**config.mk**
```make
export PLATFORM = sky130hd
export DESIGN_NAME = clusterv_banked_sram_ctrl
export DESIGN_NICKNAME = d
export VERILOG_FILES = /design/src/rtl/clusterv_sram_ctrl_pkg.sv /design/src/rtl/clusterv_sram_bank_decode.sv /design/src/rtl/clusterv_banked_sram_ctrl.sv
export SDC_FILE = /design/constraint.sdc
export NUM_CORES = 1
export LEC_CHECK = 0
export BUFFER_PORTS_ARGS = -buffer_cell sky130_fd_sc_hd__clkbuf_2
export CORE_AREA = 3 3 118 120
export CTS_CLUSTER_SIZE = 30
export DETAILED_ROUTE_END_ITERATION = 16
export DIE_AREA = 0 0 121 123
export HOLD_SLACK_MARGIN = 0.03
export PLACE_DENSITY_LB_ADDON = 0.1
export RECOVER_POWER = 25
export SLEW_MARGIN = 5
export SYNTH_ARGS = -nofsm -noshare
export SYNTH_HDL_FRONTEND = slang
export SYNTH_SLANG_ARGS = --single-unit
```
**constraint.sdc**
```tcl
create_clock -name clock -period 1.9 [get_ports clock]
set_input_delay 0.095 -clock clock [delete_from_list [all_inputs] [get_ports clock]]
set_output_delay 0.095 -clock clock [all_outputs]
set_load 0.005 [all_outputs]
```
**src/rtl/clusterv_sram_ctrl_pkg.sv**
```systemverilog
`default_nettype none
// ============================================================================
//  Module      : clusterv_sram_ctrl_pkg
//  Description : Shared FSM state encodings, bank-mapping constants and the
//                clog2 helper for the banked SRAM controller.
//  Revision    : 1.0 - initial release
// ============================================================================
package clusterv_sram_ctrl_pkg;

    // Controller states; 2-bit encoding leaves one unused code.
    typedef enum logic [1:0] {
        ST_IDLE    = 2'd0,
        ST_RD_WAIT = 2'd1,
        ST_RESP    = 2'd2
    } state_e;

    // Bank mapping selection values for the INTERLEAVE parameter.
    localparam int unsigned MAP_CONTIGUOUS  = 0;
    localparam int unsigned MAP_INTERLEAVED = 1;

    // Latency counter only ever holds READ_LATENCY-1, at most 2.
    localparam int unsigned LAT_CNT_W = 2;

    // Ceiling log2; clog2(1) = 0 so a single-bank build has no bank bits.
    function automatic int unsigned clog2(input int unsigned value);
        int unsigned r;
        int unsigned v;
        r = 0;
        v = 1;
        while (v < value) begin
            v = v << 1;
            r = r + 1;
        end
        return r;
    endfunction

endpackage
`default_nettype wire

```
**src/rtl/clusterv_sram_bank_decode.sv**
```systemverilog
`default_nettype none
// ============================================================================
//  Module      : clusterv_sram_bank_decode
//  Description : Combinational map from a Wishbone byte address to bank
//                index, in-bank row and an out-of-window flag.
//  Revision    : 1.0 - initial release
// ============================================================================
module clusterv_sram_bank_decode
    import clusterv_sram_ctrl_pkg::*;
#(
    parameter int unsigned N_BANKS          = 4,
    parameter int unsigned BANK_ADR_WIDTH   = 10,
    parameter int unsigned WINDOW_ADR_WIDTH = 20,
    parameter int unsigned INTERLEAVE       = 0,
    localparam int unsigned BB              = clog2(N_BANKS),
    localparam int unsigned BIW             = (BB == 0) ? 1 : BB
) (
    input  logic [31:0]               adr_i,
    output logic [BIW-1:0]            bank_o,
    output logic [BANK_ADR_WIDTH-1:0] row_o,
    output logic                      out_of_range_o
);

    localparam int unsigned TW = BANK_ADR_WIDTH + BB;

    logic [TW-1:0] w_word;

    // Word index: byte offset bits are dropped.
    assign w_word = adr_i[2 +: TW];

    // Address bits outside the decoded word index are intentionally ignored.
    wire w_unused_adr = ^adr_i;

    generate
        if (BB == 0) begin : g_single_bank
            assign bank_o = '0;
            assign row_o  = w_word;
        end else if (INTERLEAVE == MAP_INTERLEAVED) begin : g_interleaved
            // Consecutive words rotate across banks.
            assign bank_o = w_word[BB-1:0];
            assign row_o  = w_word[TW-1:BB];
        end else begin : g_contiguous
            // Each bank owns one contiguous block of the window.
            assign bank_o = w_word[TW-1:BANK_ADR_WIDTH];
            assign row_o  = w_word[BANK_ADR_WIDTH-1:0];
        end

        if (WINDOW_ADR_WIDTH > 2 + TW) begin : g_range_check
            // Any window bit above the populated memory flags an error.
            assign out_of_range_o = |adr_i[WINDOW_ADR_WIDTH-1:2+TW];
        end else begin : g_no_range_check
            assign out_of_range_o = 1'b0;
        end
    endgenerate

endmodule
`default_nettype wire

```
**src/rtl/clusterv_banked_sram_ctrl.sv**
```systemverilog
`default_nettype none
// ============================================================================
//  Module      : clusterv_banked_sram_ctrl
//  Description : Wishbone target serving the main-memory window from
//                N_BANKS byte-enable SRAM macros, with contiguous or
//                interleaved mapping, configurable read latency, error
//                response for unpopulated addresses and cycle abort.
//  Revision    : 1.0 - initial release
// ============================================================================
module clusterv_banked_sram_ctrl
    import clusterv_sram_ctrl_pkg::*;
#(
    parameter int unsigned N_BANKS          = 4,
    parameter int unsigned BANK_ADR_WIDTH   = 10,
    parameter int unsigned WINDOW_ADR_WIDTH = 20,
    parameter int unsigned INTERLEAVE       = 0,
    parameter int unsigned READ_LATENCY     = 1
) (
    input  logic                      clock,
    input  logic                      reset,
    input  logic [31:0]               t_adr,
    input  logic [31:0]               t_dat_w,
    output logic [31:0]               t_dat_r,
    input  logic                      t_cyc,
    input  logic                      t_stb,
    input  logic                      t_we,
    input  logic [3:0]                t_sel,
    output logic                      t_ack,
    output logic                      t_err,
    input  logic [3:0]                t_tgc,
    input  logic                      t_tga,
    input  logic                      t_tgd_w,
    output logic                      t_tgd_r,
    output logic [BANK_ADR_WIDTH-1:0] sram_addr,
    output logic [31:0]               sram_write_data,
    input  logic [32*N_BANKS-1:0]     sram_read_data,
    output logic [N_BANKS-1:0]        sram_write_en,
    output logic [N_BANKS-1:0]        sram_read_en,
    output logic [4*N_BANKS-1:0]      sram_byte_en
);

    localparam int unsigned BB  = clog2(N_BANKS);
    localparam int unsigned BIW = (BB == 0) ? 1 : BB;

    state_e                   state_q;
    logic [LAT_CNT_W-1:0]     cnt_q;
    logic [BIW-1:0]           bank_q;
    logic                     ack_q;
    logic                     err_q;
    logic [31:0]              dat_q;

    logic [BIW-1:0]           w_bank;
    logic [BANK_ADR_WIDTH-1:0] w_row;
    logic                     w_oor;
    logic                     w_req;
    logic                     w_accept;
    logic [31:0]              w_rd_data;

    // Tag inputs carry no meaning for this target.
    wire w_unused_tags = ^{t_tgc, t_tga, t_tgd_w};

    clusterv_sram_bank_decode #(
        .N_BANKS          (N_BANKS),
        .BANK_ADR_WIDTH   (BANK_ADR_WIDTH),
        .WINDOW_ADR_WIDTH (WINDOW_ADR_WIDTH),
        .INTERLEAVE       (INTERLEAVE)
    ) u_decode (
        .adr_i          (t_adr),
        .bank_o         (w_bank),
        .row_o          (w_row),
        .out_of_range_o (w_oor)
    );

    assign w_req    = t_cyc & t_stb;
    // Only an idle controller outside reset may launch an SRAM access.
    assign w_accept = (state_q == ST_IDLE) & w_req & ~reset;

    // SRAM strobes fire only in the acceptance cycle of an in-range request.
    always_comb begin
        sram_addr       = w_row;
        sram_write_data = t_dat_w;
        sram_write_en   = '0;
        sram_read_en    = '0;
        sram_byte_en    = '0;
        if (w_accept && !w_oor) begin
            for (int b = 0; b < N_BANKS; b++) begin
                if (w_bank == BIW'(b)) begin
                    if (t_we) begin
                        sram_write_en[b]      = 1'b1;
                        sram_byte_en[4*b +: 4] = t_sel;
                    end else begin
                        sram_read_en[b] = 1'b1;
                    end
                end
            end
        end
    end

    // Return-data mux driven by the bank latched at read acceptance.
    always_comb begin
        w_rd_data = '0;
        for (int b = 0; b < N_BANKS; b++) begin
            if (bank_q == BIW'(b)) begin
                w_rd_data = sram_read_data[32*b +: 32];
            end
        end
    end

    // Request FSM, latency counter and registered Wishbone responses.
    always_ff @(posedge clock) begin
        if (reset) begin
            state_q <= ST_IDLE;
            cnt_q   <= '0;
            bank_q  <= '0;
            ack_q   <= 1'b0;
            err_q   <= 1'b0;
            dat_q   <= '0;
        end else begin
            ack_q <= 1'b0;
            err_q <= 1'b0;
            case (state_q)
                ST_IDLE: begin
                    if (w_req) begin
                        if (w_oor) begin
                            err_q   <= 1'b1;
                            state_q <= ST_RESP;
                        end else if (t_we) begin
                            ack_q   <= 1'b1;
                            state_q <= ST_RESP;
                        end else begin
                            bank_q  <= w_bank;
                            cnt_q   <= LAT_CNT_W'(READ_LATENCY - 1);
                            state_q <= ST_RD_WAIT;
                        end
                    end
                end
                ST_RD_WAIT: begin
                    // Abort wins over a capture landing in the same cycle.
                    if (!t_cyc) begin
                        cnt_q   <= '0;
                        state_q <= ST_IDLE;
                    end else if (cnt_q == '0) begin
                        dat_q   <= w_rd_data;
                        ack_q   <= 1'b1;
                        state_q <= ST_RESP;
                    end else begin
                        cnt_q <= cnt_q - 1'b1;
                    end
                end
                ST_RESP: begin
                    state_q <= ST_IDLE;
                end
                default: begin
                    state_q <= ST_IDLE;
                end
            endcase
        end
    end

    assign t_ack   = ack_q;
    assign t_err   = err_q;
    assign t_dat_r = dat_q;
    assign t_tgd_r = 1'b0;

endmodule
`default_nettype wire

```
==> impl_metrics.csv <==
group,metric,value,unit
clock_network,clk_pin_slew_worst_paths,0.06,ns
routing,drt_iter0_markers,69,
power_and_ir_drop,p_clk_frac,0.438,
power_and_ir_drop,ir_drop,0.275,mV
synthesis,synth.distinct_cells,33,
timing,slew_viol_final,0,
grt,grt_max_degree,34,
die,start_util,0.216,
finish,finalNetCount,674,
routing,drc_errors,0,
power_and_ir_drop,swShare,0.216,
timing,rsz0062_at_grt,"false",
die,die_h,123,um
grt,grt_usage,0.114,
finish,layoutNonFillerInstCount,643,
synthesis,synth_enable_flop_cells,0,
routing,postRouteAntennaNets,0,
synthesis,async_flop_share,0,
finish,drive_above_1_share,0.548,
routing,wl_per_cell,13.8,um
clock_network,cts_hold_buf,0,
placed_design,hpwl,7180,um
synthesis,synth_top_area_share,0.283,
grt,grt_pass1_vias,2693,
power_and_ir_drop,seqPwrFrac,0.433,
clock_network,cts_tree,"yes",
worst_setup_path,critPathRequiredTime,1.80,ns
placed_design,dp_cells,635,
routing,wirelength,8900,um
timing,tns,0,ns
routing,avgViaCountPerCell,4.28,
job,max-cap-violations,0,
synthesis,synth_area,2830,um^2
run_status,status,"complete, no violations",
synthesis,synth_cells,315,
timing,setup_viol,0,
synthesis,ys_warn_count,0,
synthesis,synthTopCellsByArea,"dfxtp_1, mux4_2, buf_4",
routing,num_vias,2754,
clock_network,htreeDepth,2,
placed_design,routabilityCongestion,0.703,
power_and_ir_drop,p_comb_frac,0.129,
die,die_w,121,um
timing,clock.fmax,583,MHz
timing,fin_skew,0.00589,ns
die,placementRows,42,
synthesis,ys_seq_area_frac,0.283,
hold_path,worstHoldPathType,"in -> reg",
finish,num_antenna_cells,0,
clock_network,numCtsBuffers,5,
worst_setup_path,start_kind,"register",
clock_network,clk_latency,0.28,ns
timing,fin_crit_sh,0.903,
die,die_area,14900,um^2
synthesis,synthFlopType,"dfxtp_1",
power_and_ir_drop,leakagePower,1.69,nW
placed_design,port_buffers,202,
clock_network,cts_buffer_depth,2,
grt,overflow,0,
synthesis,synth_nets,523,
synthesis,synth_area_leader_cell,"dfxtp_1",
worst_setup_path,path_max_fanout,9,
power_and_ir_drop,p_int,1.53,mW
worst_setup_path,worstPathArrival,1.62,ns
grt,antenna_found_initial,2,
grt,grt_first_pass_wirelength,13600,um
power_and_ir_drop,power.switching,0.421,mW
synthesis,syn_area_per_cell,8.99,um^2
worst_setup_path,cp-end-kind,"output pin",
clock_network,root_buffer,"clkbuf_16",
routing,first_pass_iters,4,
finish,syn_to_final_growth,36.2,%
power_and_ir_drop,p_per_area,505,nW/um^2
worst_setup_path,criticalPathCategory,"reg -> out",
clock_network,clkSinkCount,40,
timing,hold_viol,0,
die,boundaryPins,308,
synthesis,ys_ff_latch,40,
timing,min_period,1.71,ns
die,core,13100,um^2
[synthesized netlist by cell type, types with 2 or more instances]
cell type,count
buf_6,5
mux2_1,2
nand2b_1,3
mux2i_1,2
clkbuf_1,6
nor3_1,5
buf_4,47
mux4_2,32
nand3_1,3
buf_2,9
dfxtp_1,40
a31oi_1,2
inv_1,4
nor2_1,34
a21oi_1,34
nand2_1,70
[logic make-up after synthesis]
logic type | count (synthesis) | share of synthesized area
adders and majority gates | 1 | 0.00442
other | 1 | 0.00132
buffers and inverters | 71 | 0.174
and+or+nand+nor | 126 | 0.193
DFF | 40 | 0.283
AOI/OAI and AO/OA | 40 | 0.0760
muxes | 36 | 0.269
[cells in the final DEF (no fill, tap or decap)]
cell type,count
clkbuf_1,2
nand2b_1,3
a2111oi_0,1
conb_1,1
or2_1,1
nor3_1,5
nor2_1,34
and4_4,1
a211o_1,1
nand3b_1,1
mux4_2,32
and2_1,1
mux2i_1,2
nand4_1,1
nor2_4,1
clkbuf_8,1
buf_12,4
nand3_1,3
a31oi_1,2
a211oi_1,1
nor3b_1,1
buf_4,5
and4bb_2,1
ha_1,1
clkbuf_16,5
a21o_1,1
dfxtp_1,38
nand3b_2,1
nor4_2,1
nand2_1,70
nand4b_1,1
inv_1,4
dfxtp_2,2
a21oi_1,34
mux2_1,2
clkbuf_2,202
[state kept, by name (all words and copies together) (netlist names)]
| register | count |
|---|---|
| t_dat_r | 32 |
| cnt_q | 2 |
| t_ack | 1 |
| state_q | 2 |
| t_err | 1 |
| bank_q | 2 |
[power by group through the flow]
stage               sequential (mW)  combinational [mW]  clock, mW
floorplan                     0.862               0.169          0
global placement              0.863               0.250          0
detailed placement            0.863               0.256          0
CTS                           0.844               0.257      0.901
global route                  0.844               0.280      0.932
finish                        0.844               0.252      0.853
[metal layers]
layer | track usage | vias to the layer above | share of wire
met1 | 0.143 | 1237 | 0.41
li1 | - | 1350 | -
met2 | 0.187 | 151 | 0.47
met5 | 0 | - | 0.0031
met3 | 0.0375 | 12 | 0.11
met4 | 0.0361 | 4 | 0.010
[per-stage QoR]
stage               setup WS, ns  cell area, um^2  hold slack (ns)  utilization  total power [mW]
floorplan                  0.339             2830            0.271            -              1.03
global placement           0.232             3710            0.190        0.284              1.11
detailed placement         0.231             3710            0.190        0.284              1.12
CTS                        0.106             3860            0.150        0.295              2.00
global route              0.0409             3860            0.183        0.295              2.06
finish                     0.185             3860            0.152        0.295              1.95
[repair_timing]
action	in CTS	in global routing
setup endpoints to repair	0	1
gates resized for setup	0	1
buffers inserted	0	0
[final cells by class]
class / instances / area (um^2)
clock buffers: 8 / 146
fillers: 1424 / 9230
inverters: 4 / 15.0
multi-input cells: 204 / 1550
flip-flops and latches: 40 / 803
well taps: 176 / 220
repair buffers: 211 / 1130
[worst paths after layout]
path / start / endpoint / slack [ns] / depth (start not counted)
worst max-delay path: state_q[0] / sram_read_en[0] / 0.19 / 4
worst min-delay path: t_we / t_ack / 0.15 / 3
worst max register to register: cnt_q[0] / cnt_q[0] / 0.26 / 5
worst min register to register: t_dat_r[11] / t_dat_r[11] / 0.45 / 2
[worst max-delay path, stage by stage, from the launching register on]
cell and delay [ns]:
dfxtp_1 0.37, and4bb_2 0.45, nand3_1 0.18, nor3_1 0.20, clkbuf_2 0.15
(Power assumes the default switching activity.)
